==> src/rtl/etroc2_sync_pkg.sv <==
`default_nettype none
// ============================================================================
// Module  : etroc2_sync_pkg
// Brief   : Shared constants and FSM encoding for the ETROC2 link supervisor.
// Revision: 1.0 - initial release
// ============================================================================
package etroc2_sync_pkg;

  localparam int CNT_W = 16;
  localparam int ATT_W = 8;

  typedef logic [2:0] syncState_t;

  localparam syncState_t ST_IDLE      = 3'd0;
  localparam syncState_t ST_RESET     = 3'd1;
  localparam syncState_t ST_WAIT_LOCK = 3'd2;
  localparam syncState_t ST_SETTLE    = 3'd3;
  localparam syncState_t ST_CLEAR     = 3'd4;
  localparam syncState_t ST_RETRY     = 3'd5;

endpackage
`default_nettype wire

==> src/rtl/rr_arbiter.sv <==
`default_nettype none
// ============================================================================
// Module  : rr_arbiter
// Brief   : Combinational round-robin pick of the lowest request at or above ptr.
// Revision: 1.0 - initial release
// ============================================================================
module rr_arbiter #(
  parameter int N  = 4,
  parameter int IW = (N > 1) ? $clog2(N) : 1
) (
  input  logic [N-1:0]  req,
  input  logic [IW-1:0] ptr,
  output logic [N-1:0]  grant,
  output logic [IW-1:0] grantIdx,
  output logic          valid
);

  function automatic logic [IW-1:0] wrapIdx(input logic [IW-1:0] base, input int off);
    int s;
    s = int'(base) + off;
    if (s >= N) s = s - N;
    return IW'(s);
  endfunction

  // Scan from the farthest offset down so the nearest request wins last.
  always_comb begin
    grantIdx = '0;
    valid    = |req;
    for (int i = N - 1; i >= 0; i--) begin
      if (req[wrapIdx(ptr, i)]) grantIdx = wrapIdx(ptr, i);
    end
    grant = valid ? (N'(1) << grantIdx) : '0;
  end

endmodule
`default_nettype wire

==> src/rtl/etroc2_link_sync_supervisor.sv <==
`default_nettype none
// ============================================================================
// Module  : etroc2_link_sync_supervisor
// Brief   : Sequences reset/lock/settle/clear of N ETROC2 frame-sync channels.
// Revision: 1.0 - initial release
// ============================================================================
module etroc2_link_sync_supervisor
  import etroc2_sync_pkg::*;
#(
  parameter int N_LINKS       = 4,
  parameter int RESET_CYCLES  = 16,
  parameter int LOCK_TIMEOUT  = 40000,
  parameter int SETTLE_CYCLES = 1024,
  parameter int MAX_RETRY     = 3
) (
  input  logic               clk40,
  input  logic               reset,
  input  logic               enable,
  input  logic [N_LINKS-1:0] manualResync,
  input  logic [N_LINKS-1:0] aligned,
  input  logic [N_LINKS-1:0] trigSynched,
  input  logic [N_LINKS-1:0] linkConsistent,
  output logic [N_LINKS-1:0] linkReset,
  output logic [N_LINKS-1:0] clrError,
  output logic [N_LINKS-1:0] linkGood,
  output logic [N_LINKS-1:0] linkFailed,
  output logic               busy,
  output logic [3:0]         activeLink,
  output logic [ATT_W-1:0]   attemptCount
);

  localparam int IW = (N_LINKS > 1) ? $clog2(N_LINKS) : 1;

  syncState_t         r_state, w_stateNext;
  logic [N_LINKS-1:0] r_pending, r_linkReset, r_linkGood, r_linkFailed;
  logic [IW-1:0]      r_active, r_pointer;
  logic [CNT_W-1:0]   r_phaseCnt, r_lockCnt, r_retryCnt;
  logic [ATT_W-1:0]   r_attempts;

  logic [N_LINKS-1:0] w_grantOH, w_activeOH, w_mask, w_good, w_manualSet, w_set;
  logic [IW-1:0]      w_grantIdx, w_nextPtr;
  logic               w_grantValid, w_grantNow, w_retryAgain, w_retryNow, w_failNow;
  logic               w_locked, w_settled, w_phaseDone, w_settleDone, w_timeout;

  rr_arbiter #(.N(N_LINKS), .IW(IW)) u_arb (
    .req      (r_pending),
    .ptr      (r_pointer),
    .grant    (w_grantOH),
    .grantIdx (w_grantIdx),
    .valid    (w_grantValid)
  );

  assign w_activeOH   = N_LINKS'(1) << r_active;
  assign w_good       = aligned & trigSynched & linkConsistent;
  assign w_locked     = aligned[r_active] & trigSynched[r_active];
  assign w_settled    = w_locked & linkConsistent[r_active];
  assign w_phaseDone  = (r_phaseCnt == CNT_W'(RESET_CYCLES - 1));
  assign w_settleDone = (r_phaseCnt == CNT_W'(SETTLE_CYCLES - 1));
  assign w_timeout    = (r_lockCnt == CNT_W'(LOCK_TIMEOUT - 1));
  assign w_retryAgain = ((r_retryCnt + 1'b1) < CNT_W'(MAX_RETRY));
  assign w_grantNow   = (r_state == ST_IDLE) & w_grantValid;
  assign w_retryNow   = (r_state == ST_RETRY) & w_retryAgain;
  assign w_failNow    = (r_state == ST_RETRY) & ~w_retryAgain;
  assign w_nextPtr    = (r_active == IW'(N_LINKS - 1)) ? '0 : r_active + 1'b1;

  // The link being granted or serviced ignores new requests.
  assign w_mask      = (r_state == ST_IDLE) ? (w_grantValid ? w_grantOH : '0) : w_activeOH;
  assign w_manualSet = manualResync & ~w_mask;
  assign w_set       = w_manualSet | ({N_LINKS{enable}} & r_linkGood & ~w_good & ~w_mask);

  always_ff @(posedge clk40 or negedge reset) begin
    if (!reset) r_state <= ST_IDLE;
    else        r_state <= w_stateNext;
  end

  always_comb begin
    w_stateNext = r_state;
    case (r_state)
      ST_IDLE:      if (w_grantValid) w_stateNext = ST_RESET;
      ST_RESET:     if (w_phaseDone) w_stateNext = ST_WAIT_LOCK;
      ST_WAIT_LOCK: if (w_locked) w_stateNext = ST_SETTLE;
                    else if (w_timeout) w_stateNext = ST_RETRY;
      ST_SETTLE:    if (w_settled && w_settleDone) w_stateNext = ST_CLEAR;
                    else if (w_timeout) w_stateNext = ST_RETRY;
      ST_CLEAR:     w_stateNext = ST_IDLE;
      ST_RETRY:     w_stateNext = w_retryAgain ? ST_RESET : ST_IDLE;
      default:      w_stateNext = ST_IDLE;
    endcase
  end

  always_comb begin
    busy     = (r_state != ST_IDLE);
    clrError = (r_state == ST_CLEAR) ? w_activeOH : '0;
  end

  always_ff @(posedge clk40 or negedge reset) begin
    if (!reset) begin
      r_pending    <= '1;
      r_linkReset  <= '0;
      r_linkGood   <= '0;
      r_linkFailed <= '0;
      r_active     <= '0;
      r_pointer    <= '0;
      r_phaseCnt   <= '0;
      r_lockCnt    <= '0;
      r_retryCnt   <= '0;
      r_attempts   <= '0;
    end else begin
      r_pending    <= (r_pending | w_set) & ~(w_grantNow ? w_grantOH : '0);
      r_linkGood   <= (r_linkGood & ~w_set) | ((r_state == ST_CLEAR) ? w_activeOH : '0);
      r_linkFailed <= (r_linkFailed & ~w_manualSet) | (w_failNow ? w_activeOH : '0);

      if (w_grantNow)                          r_linkReset <= r_linkReset & ~w_grantOH;
      else if (w_retryNow)                     r_linkReset <= r_linkReset & ~w_activeOH;
      else if (r_state == ST_RESET && w_phaseDone) r_linkReset <= r_linkReset | w_activeOH;

      if (w_stateNext != r_state)    r_phaseCnt <= '0;
      else if (r_state == ST_RESET)  r_phaseCnt <= r_phaseCnt + 1'b1;
      else if (r_state == ST_SETTLE) r_phaseCnt <= w_settled ? r_phaseCnt + 1'b1 : '0;

      // One budget spans both lock acquisition and the settle window.
      if (r_state == ST_WAIT_LOCK || r_state == ST_SETTLE) r_lockCnt <= r_lockCnt + 1'b1;
      else                                                 r_lockCnt <= '0;

      if (w_grantNow) begin
        r_active   <= w_grantIdx;
        r_retryCnt <= '0;
      end else if (r_state == ST_RETRY) begin
        r_retryCnt <= r_retryCnt + 1'b1;
      end

      if ((w_grantNow || w_retryNow) && r_attempts != '1) r_attempts <= r_attempts + 1'b1;

      if (r_state == ST_CLEAR || w_failNow) r_pointer <= w_nextPtr;
    end
  end

  assign linkReset    = r_linkReset;
  assign linkGood     = r_linkGood;
  assign linkFailed   = r_linkFailed;
  assign activeLink   = 4'(r_active);
  assign attemptCount = r_attempts;

endmodule
`default_nettype wire

==> config.mk <==
export PLATFORM = sky130hd
export DESIGN_NAME = etroc2_link_sync_supervisor
export DESIGN_NICKNAME = d
export VERILOG_FILES = /design/src/rtl/etroc2_sync_pkg.sv /design/src/rtl/rr_arbiter.sv /design/src/rtl/etroc2_link_sync_supervisor.sv
export SDC_FILE = /design/constraint.sdc
export NUM_CORES = 1
export LEC_CHECK = 0
export ABC_AREA = 1
export ABC_CLOCK_PERIOD_IN_PS = 5000
export CAP_MARGIN = 20
export CELL_PAD_IN_SITES_DETAIL_PLACEMENT = 2
export CELL_PAD_IN_SITES_GLOBAL_PLACEMENT = 2
export CORE_ASPECT_RATIO = 0.8
export CORE_MARGIN = 10
export CORE_UTILIZATION = 39
export CTS_CLUSTER_SIZE = 24
export DETAILED_ROUTE_END_ITERATION = 12
export DONT_BUFFER_PORTS = 1
export PLACE_DENSITY = 0.93
export SYNTH_ARGS = -nofsm -noshare
export SYNTH_HDL_FRONTEND = slang
export SYNTH_SLANG_ARGS = --single-unit
==> constraint.sdc <==
create_clock -name clk40 -period 5 [get_ports clk40]
set_clock_uncertainty 0.2 [all_clocks]
set_input_delay 0.75 -clock clk40 [delete_from_list [all_inputs] [get_ports clk40]]
set_output_delay 0.75 -clock clk40 [all_outputs]
set_load 0.01 [all_outputs]
# Word-level counts from Yosys, hierarchy flattened
# Index checks and enable logic that the tools add are counted.
# totals
output_inout_bits	29
word_cells	133
regBits	79
inputBits	19
# op_classes
n_mux	46
n_addsub	12
shift	2
reduce_logical	12
order_cmp	10
bitwise	29
eq_ne	11
# op_table
op	count
$mux W16	7
$add A16 B1 Y16 const B	3
$and A4 B4 Y4	11
$mux W4	9
$not A4 Y4	7
$or A4 B4 Y4	5
$mux W2	9
$eq A16 B10 Y1 const B	1
$eq A16 B16 Y1 const B	1
$eq A16 B4 Y1 const B	1
$lt A16 B2 Y1 const B	1
$lt A2 B3 Y1 const B	5
$mux W3	5
$pmux W3 S5	1
$bmux W1 S2	7
$ge A3 B3 Y1 const B	3
$reduce_bool A3 Y1	3
$add A8 B1 Y8 const B	1
$mux W1	8
$ne A8 B8 Y1 const B	1
$shl A1 B2 Y4 const A	2
$sub A2 B1 Y2 const B	4
$add A2 B2 Y3 const B	2
$eq A3 B2 Y1 const B	2
14 further kinds	23

# Longest topological paths before layout
# Gate-level depths: netlist of the first run.
# depth
depth_word	19
ltp_mapped	15
depth_no_buf	15

# By module
# A second synthesis of the first run with hierarchy kept.
# hier_totals
hier_cells	683
area_unflattened_um2	4805.9
# modules_own_cells
module	seq_area_each_um2	n_inst	area_per_inst_um2	cells_each
etroc2_link_sync_supervisor	1981.9	1	4598.2	636
rr_arbiter	0.0	1	207.7	47

# Worst setup path before layout of the first run
# OpenSTA, ideal clock, no wires.
# synth_timing
kind	register to register
startpoint	reg r_retryCnt[1]
endpoint	reg r_phaseCnt[14]
stages_incl_launch_ff	16
t_arrival_ns	1.827
path_buffers	1
setup_time_ns	0.116
t_required_ns	4.684
setup_slack_ns	2.857
period_less_slack_ns	2.143
cell_sequence	dfrtp_1 -> ha_1 -> nand3_1 -> nor2_2 -> nand3_1 -> nand2_1 -> nand2_1 -> inv_1 -> nand2_1 -> nor2_2 -> nand3_2 -> nand3_2 -> nand2_2 -> nand2_4 -> buf_8 -> nor2_1
# synth_between
elab_chain_len	6
elab_cells_between_ends	7
classes_between	add/sub: 1; order compare: 1; eq/ne: 1; mux: 3; reduce/logical: 1
# synth_rtl
element	line_no	rtl
start, declared	etroc2_link_sync_supervisor.sv:37	logic [CNT_W-1:0] r_phaseCnt, r_lockCnt, r_retryCnt;
start signal, assigned	etroc2_link_sync_supervisor.sv:129	r_retryCnt <= r_retryCnt + 1'b1;
$add A16 B1 Y16 (*)	etroc2_link_sync_supervisor.sv:60	assign w_retryAgain = ((r_retryCnt + 1'b1) < CNT_W'(MAX_RETRY));
$lt A16 B2 Y1 (*)	etroc2_link_sync_supervisor.sv:60	
$mux W1 (*)	etroc2_link_sync_supervisor.sv:86	ST_RETRY: w_stateNext = w_retryAgain ? ST_RESET : ST_IDLE;
$pmux W3 S5 (*)	etroc2_link_sync_supervisor.sv:78	case (r_state)
via w_stateNext[0]	etroc2_link_sync_supervisor.sv:34	syncState_t r_state, w_stateNext;
$ne A3 B3 Y1 (*)	etroc2_link_sync_supervisor.sv:117	if (w_stateNext != r_state) r_phaseCnt <= '0;
$reduce_bool A3 Y1 (no source line) / $mux W16 (equally long branches)	--	
end signal, assigned	etroc2_link_sync_supervisor.sv:118	else if (r_state == ST_RESET) r_phaseCnt <= r_phaseCnt + 1'b1;
end signal, assigned	etroc2_link_sync_supervisor.sv:119	else if (r_state == ST_SETTLE) r_phaseCnt <= w_settled ? r_phaseCnt + 1'b1 : '0;
end, declared	etroc2_link_sync_supervisor.sv:37	
# The timed path passes the listed nets; every way through them passes the cells marked *.
# A chain may end at the register's enable or synchronous reset.

# Final worst setup path of the first run
# layout_timing
startpoint	reg r_pointer[0]
endpoint	reg r_linkGood[1], in the netlist linkGood[1]
# layout_between
elab_chain_len	19
elab_cells_between_ends	38
classes_between	add/sub: 7; order compare: 4; shift: 1; mux: 19; bitwise: 7
# layout_rtl
element	line_no	rtl
start, declared	etroc2_link_sync_supervisor.sv:36	logic [IW-1:0] r_active, r_pointer;
start signal, assigned	etroc2_link_sync_supervisor.sv:134	if (r_state == ST_CLEAR || w_failNow) r_pointer <= w_nextPtr;
$add A2 B2 Y3	rr_arbiter.sv:20	s = int'(base) + off;
$ge A3 B3 Y1 / $sub A2 B1 Y2 (equally long branches)	rr_arbiter.sv:21	if (s >= N) s = s - N;
$mux W2	rr_arbiter.sv:21	
$bmux W1 S2	rr_arbiter.sv:30	if (req[wrapIdx(ptr, i)]) grantIdx = wrapIdx(ptr, i);
$mux W1 (not written as such)	rr_arbiter.sv:30	
$mux W2 (3 in a row)	rr_arbiter.sv:30	
$mux W2 (*)	rr_arbiter.sv:30	
$shl A1 B2 Y4 (*)	rr_arbiter.sv:32	grant = valid ? (N'(1) << grantIdx) : '0;
$mux W4 (*)	rr_arbiter.sv:32	
$mux W4 (*) (2 in a row)	etroc2_link_sync_supervisor.sv:67	assign w_mask = (r_state == ST_IDLE) ? (w_grantValid ? w_grantOH : '0) : w_activeOH;
$not A4 Y4 (*)	etroc2_link_sync_supervisor.sv:68, etroc2_link_sync_supervisor.sv:69	
$and A4 B4 Y4, on equally long branches	etroc2_link_sync_supervisor.sv:68, etroc2_link_sync_supervisor.sv:69	
$or A4 B4 Y4 (*)	etroc2_link_sync_supervisor.sv:69	assign w_set = w_manualSet | ({N_LINKS{enable}} & r_linkGood & ~w_good & ~w_mask);
$not A4 Y4 (*)	etroc2_link_sync_supervisor.sv:110	r_linkGood <= (r_linkGood & ~w_set) | ((r_state == ST_CLEAR) ? w_activeOH : '0);
$and A4 B4 Y4 (*)	etroc2_link_sync_supervisor.sv:110	
$or A4 B4 Y4 (*)	etroc2_link_sync_supervisor.sv:110	
end signal, assigned	etroc2_link_sync_supervisor.sv:110	
end, declared	etroc2_link_sync_supervisor.sv:35	logic [N_LINKS-1:0] r_pending, r_linkReset, r_linkGood, r_linkFailed;
# Mark *: on every way between the ends. The rest lies on a longest branch, timed or not. The select of a mux whose other input is x is not followed.

==> results of run 1 <==
-- what timing repair did --
action	CTS	global route
hold buffers	1	0
endpoints found under the hold margin	75	0
setup buffers	0	0
-- cells in the final DEF, fill, tap and decap left out, drive strengths merged, types with 4 or more instances in the layout --
cell type    n
a31o         5
o22ai       12
nand4       17
ha           9
dfstp        4
a21oi       13
inv         89
nand2      193
xor2         9
nand3       72
clkbuf      14
nor2        85
dfrtp       75
o21ai       43
nor3        11
-- flip-flops by register name (all words and copies together) (netlist names), named ones only --
| signal | flops |
|---|---|
| attemptCount | 8 |
| linkFailed | 4 |
| linkGood | 4 |
| r_active | 2 |
| r_lockCnt | 16 |
| r_pending | 4 |
| r_phaseCnt | 16 |
| r_pointer | 2 |
| r_retryCnt | 16 |
| r_state | 3 |
-- metal layers --
metal | global-route usage | vias to the layer above | routed length [um]
met5 | 0 | - | 0
met4 | 0.113 | 0 | 844
met3 | 0.111 | 64 | 2190
met2 | 0.437 | 213 | 10900
met1 | 0.319 | 2581 | 9240
li1 | - | 2177 | -
-- worst max path at each step --
| stage | slack [ns] | end | start |
|---|---|---|---|
| 6_report | 1.62 | linkGood[1] | r_pointer[0] |
| 2_1_floorplan | 2.86 | r_phaseCnt[14] | r_retryCnt[1] |
| 5_1_grt | 1.49 | linkGood[1] | r_pending[3] |
| 3_3_place_gp | 2.24 | attemptCount[6] | r_state[1] |
| 3_5_place_dp | 2.06 | attemptCount[4] | r_state[1] |
| 4_1_cts | 1.77 | linkGood[1] | r_pending[3] |
-- layout make-up --
class	count	share of cell area
multi-input cells	494	0.456
flip-flops and latches	79	0.378
inverters	90	0.0646
clock buffers	14	0.0522
well taps	152	0.0362
clock inverters	2	0.00715
repair buffers	2	0.00667
-- power by group --
group / switching, W / internal (W)
clock network: 0.000293 / 0.000429
logic: 0.0000287 / 0.0000117
registers: 0.00000565 / 0.000643
total: 0.000328 / 0.00108
-- per-stage QoR --
stage               total power, W  area [um^2]  hold slack, ns  std cells   util
finish                     0.00141         5250          0.0289        833  0.435
CTS                        0.00142         5250          0.0232        833  0.435
detailed placement        0.000683         4910           0.257        816  0.407
floorplan                 0.000676         4770           0.233        673      -
global route               0.00145         5250          0.0182        833  0.435
global placement          0.000680         4910           0.247        816  0.407
-- logic make-up after synthesis --
logic type	after synthesis
other cells	1
flops	79
simple gates	386
fa+ha+maj	9
buf+inv	100
xor+xnor	12
compound gates	85
-- worst max-delay path, delay by kind of cell (launching register included) --
family	cells	cell delay, ns
and+or+nand+nor	7	1.44
AOI/OAI and AO/OA	3	0.96
DFF	1	0.63
buffers and inverters	1	0.06
==> impl_metrics.json, run 1 <==
{
  "antenna_cells": 0,
  "io_buffers": 0,
  "cpMostUsedCell": "nand2_1",
  "die_h_um": 119,
  "place.gp.congestion": 0.871,
  "rr_worst_depth": 11,
  "synth_fa_ha_area_frac": 0.0236,
  "row_count": 36,
  "core_area_um2": 12100,
  "yosys.area_share.simple": 0.351,
  "path_cells": "o21ai_0 -> nand2_1 -> nand2_1 -> inv_1 -> a21oi_1 -> nand2_1 -> nand2_1 -> nand3_1 -> nand3_1 -> nand2_1 -> o21ai_0",
  "grt_first_pass_wirelength_um": 35500,
  "min_path_type": "in -> async",
  "ys_warn_count": 0,
  "finalCritPeriodShare": 0.677,
  "synth_top_family_by_area": "simple AND/OR/NAND/NOR gates",
  "fillers": 1388,
  "grt_overflow": 0,
  "routedWlPerCell_um": 27.8,
  "cts_tree": "done",
  "cp_slowest_cell": "o21ai_0",
  "ioPinCount": 48,
  "dp_hpwl_um": 12900,
  "status": "finished, final reports clean",
  "synth_compound_area_frac": 0.103,
  "cp_slowest_stage_delay_ns": 0.72,
  "cts.clk_slew.worst_paths_ns": 0.07,
  "wl_um": 23100,
  "r2r_start": "r_pointer[0]",
  "cts_max_level": 3,
  "yosysUniqueCellTypes": 39,
  "startpoint_type": "register",
  "maxCapViolCount": 0,
  "grt_pass1_vias": 5754,
  "multiInputGateArea_um2": 2390,
  "area_delta_synth_final_pct": 10.1,
  "via_count": 5035,
  "worst_pin_slew_ns": 1.03,
  "avgSynthCellArea_um2": 7.10,
  "fin_setup_tns_ns": 0,
  "ff_latch_area_um2": 1980,
  "place_ws_ns": 2.06,
  "worstPathArrival_ns": 3.44,
  "ant_nets": 0,
  "r2r_end": "linkGood[1]",
  "dr.pass1.iters": 5,
  "critPathCaptureType": "register",
  "routed_via_density": 6.04,
  "layout_min_cycle_time_ns": 3.38,
  "setup_ws_ns": 1.62,
  "setup_violations": 0,
  "r2r_slack_ns": 1.62,
  "hold_violations": 0,
  "clk_latency_ns": 0.36,
  "cts-root-buf": "clkbuf_16",
  "synthMostInstantiatedCell": "nand2_1",
  "ir_drop_uv": 161,
  "dieArea_um2": 17100,
  "clk_path_buf_depth": 2,
  "cts.sinks": 79,
  "synth_edf_count": 0,
  "grt_start_max_net_pins": 76,
  "die_x_um": 144,
  "start_util": 0.395,
  "rsz0062_at_grt": "false",
  "power-per-cell-area_nw_per_um2": 269,
  "cts_buffers": 9,
  "path_class": "reg -> reg",
  "synthFlopType": "dfrtp_1",
  "synth.cell_area_um2": 4770,
  "max_clock_freq_ghz": 0.296,
  "required_ns": 5.05,
  "drive_gt1_frac": 0.0617,
  "synth_seq_cells": 79,
  "drt_iter0_drc": 296,
  "nNetsFinal": 704,
  "crit_fanout": 12,
  "drc_errors": 0,
  "synth_common_cells": "189 x nand2_1, 88 x inv_1, 78 x nor2_1",
  "p_leak_nw": 2.61,
  "synth_top_cell_area_share": 0.394,
  "maxSlewViolCount": 0,
  "synth_xor_area_frac": 0.0220,
  "post_cts_resized": 0,
  "relSlewSlack": 0.310,
  "async_flop_share": 1.00,
  "synth.largest_area_cell": "dfrtp_1",
  "antenna_found_initial": 2,
  "syn_inst": 672,
  "synthMuxAreaShare": 0,
  "yosysSeqAreaShare": 0.416,
  "grt_usage": 0.273,
  "synthTopCellsByArea": "dfrtp_1 39%, nand2_1 15%, nand3_1 7.3%, inv_1 6.9%, nor2_1 6.1%"
}
Power figures use the tool's default switching activity.
==> run 2: changes to the inputs <==
ABC_CLOCK_PERIOD_IN_PS = 2800   (was 5000)
CORE_UTILIZATION = 33   (was 39)
PLACE_DENSITY = 0.84   (was 0.93)
clock period = 2.8 ns   (was 5 ns; I/O delays follow)
==> impl_metrics.json, run 2 (synthesized netlist as in run 1, its figures left out) <==
{
  "clk_latency_ns": 0.35,
  "worst_pin_slew_ns": 0.526,
  "area_delta_synth_final_pct": 12.3,
  "maxSlewViolCount": 0,
  "finalCritPeriodShare": 0.920,
  "cts_tree": "done",
  "min_path_type": "in -> reg",
  "path_class": "reg -> reg",
  "row_count": 39,
  "dp_hpwl_um": 12200,
  "relSlewSlack": 0.648,
  "place.gp.congestion": 0.818,
  "cts_buffers": 9,
  "grt_pass1_vias": 5326,
  "cts.sinks": 79,
  "ff_latch_area_um2": 1980,
  "fin_area_um2": 5350,
  "ir_drop_uv": 248,
  "ant_nets": 0,
  "grt_first_pass_wirelength_um": 27200,
  "via_count": 4665,
  "hold_violations": 0,
  "io_buffers": 0,
  "critPathCaptureType": "register",
  "wl_um": 16500,
  "power-per-cell-area_nw_per_um2": 451,
  "clk_path_buf_depth": 2,
  "cts-root-buf": "clkbuf_16",
  "antenna_found_initial": 0,
  "antenna_cells": 0,
  "final_util": 0.377,
  "required_ns": 2.82,
  "die_x_um": 154,
  "r2r_end": "linkFailed[2]",
  "die_h_um": 128,
  "maxCapViolCount": 0,
  "critPathCapture": "linkFailed[2]",
  "cts_max_level": 3,
  "start_util": 0.336,
  "cts.clk_slew.worst_paths_ns": 0.07,
  "routedWlPerCell_um": 18.8,
  "startpoint_type": "register",
  "core_area_um2": 14200,
  "setup_violations": 0,
  "crit_start": "r_pending[3]",
  "ioPinCount": 48,
  "grt_usage": 0.167,
  "nNetsFinal": 712,
  "drc_errors": 0,
  "grt_overflow": 0,
  "drt_iter0_drc": 243,
  "dieArea_um2": 19700,
  "final_common_cell": "nand2_1",
  "dr.pass1.iters": 4,
  "worstPathArrival_ns": 2.60,
  "rr_worst_depth": 13,
  "layout_min_cycle_time_ns": 2.58,
  "dpl_cell_area_um2": 5000,
  "p_leak_nw": 2.63,
  "reg_top3": "r_lockCnt (16), r_phaseCnt (16), r_retryCnt (16)",
  "max_clock_freq_ghz": 0.388,
  "drive_gt1_frac": 0.0769,
  "crit_fanout": 8,
  "routed_via_density": 5.34,
  "fillers": 1699,
  "grt_start_max_net_pins": 80,
  "r2r_start": "r_pending[3]",
  "final_cell_mix": "189 x nand2_1, 88 x inv_1, 76 x nor2_1, 73 x dfrtp_1, 70 x nand3_1",
  "multiInputGateArea_um2": 2410,
  "fin_setup_tns_ns": 0,
  "r2r_slack_ns": 0.22,
  "status": "finished, final reports clean"
}
run 2: cell types whose count changed in the layout (fill, tap and decap cells not counted), sizes merged:
cell         delta
clkinv          +2
dlygate4sd3     +1
clkinvlp        +1
clkbuf          -3
buf             +7
run 2: area by class of cell:
type                       count  share of cell area
clock buffer                  11              0.0435
clock inverter                 5              0.0110
inverter                      90              0.0633
multi-input combinational    494               0.450
sequential                    79               0.371
tap                          184              0.0430
timing repair buffer          10              0.0182
run 2: power breakdown:
part           total [W]  leakage (nW)  internal (W)  switching (W)
clock            0.00119         0.136      0.000692       0.000495
sequential       0.00116          1.05       0.00115     0.00000770
combinational  0.0000684          1.44     0.0000213      0.0000471
total            0.00241          2.63       0.00186       0.000550
run 2: metal layers:
layer | vias to the layer above | global-route usage | part of all wire
met5 | - | 0 | 0
li1 | 2205 | - | -
met2 | 71 | 0.300 | 0.51
met4 | 0 | 0.0322 | 0.0093
met3 | 17 | 0.0543 | 0.057
met1 | 2372 | 0.190 | 0.43
run 2: what timing repair did:
item | CTS | global route
hold buffers | 2 | 0
setup endpoints to repair | 0 | 34
gates resized for setup | 0 | 7
buffers inserted | 0 | 1
endpoints found under the hold margin | 79 | 0
run 2: critical path, cell delays in order, from the launching register on:
cell and delay [ns]:
dfstp_2 0.56, inv_1 0.06, o21ai_0 0.30, nand2_1 0.10
nand2_1 0.13, inv_1 0.07, a21oi_1 0.17, nand2_1 0.09
nand2_1 0.24, inv_1 0.10, nand3_1 0.12, nand3_1 0.11
nand2_1 0.10, o21ai_0 0.10
run 2: stage by stage:
step | std cells | hold WS [ns] | setup WS (ns) | power, W
global placement | 854 | -0.0675 | 0.393 | 0.00121
detailed placement | 854 | -0.0679 | 0.138 | 0.00122
floorplan | 673 | -0.0756 | 0.657 | 0.00121
finish | 873 | 0.0788 | 0.223 | 0.00241
global route | 873 | 0.104 | -0.00584 | 0.00251
CTS | 872 | 0.0635 | 0.0705 | 0.00245
run 2: worst min path at each step:
| stage | slack [ns] | cells after the start | end | start |
|---|---|---|---|---|
| 3_5_place_dp | -0.07 | 0 | r_lockCnt[8] | reset |
| 5_1_grt | 0.10 | 3 | linkFailed[3] | manualResync[3] |
| 4_1_cts | 0.06 | 3 | linkFailed[3] | manualResync[3] |
| 3_3_place_gp | -0.07 | 0 | r_lockCnt[8] | reset |
| 2_1_floorplan | -0.08 | 0 | async pin | reset |
| 6_report | 0.08 | 3 | linkFailed[0] | manualResync[0] |
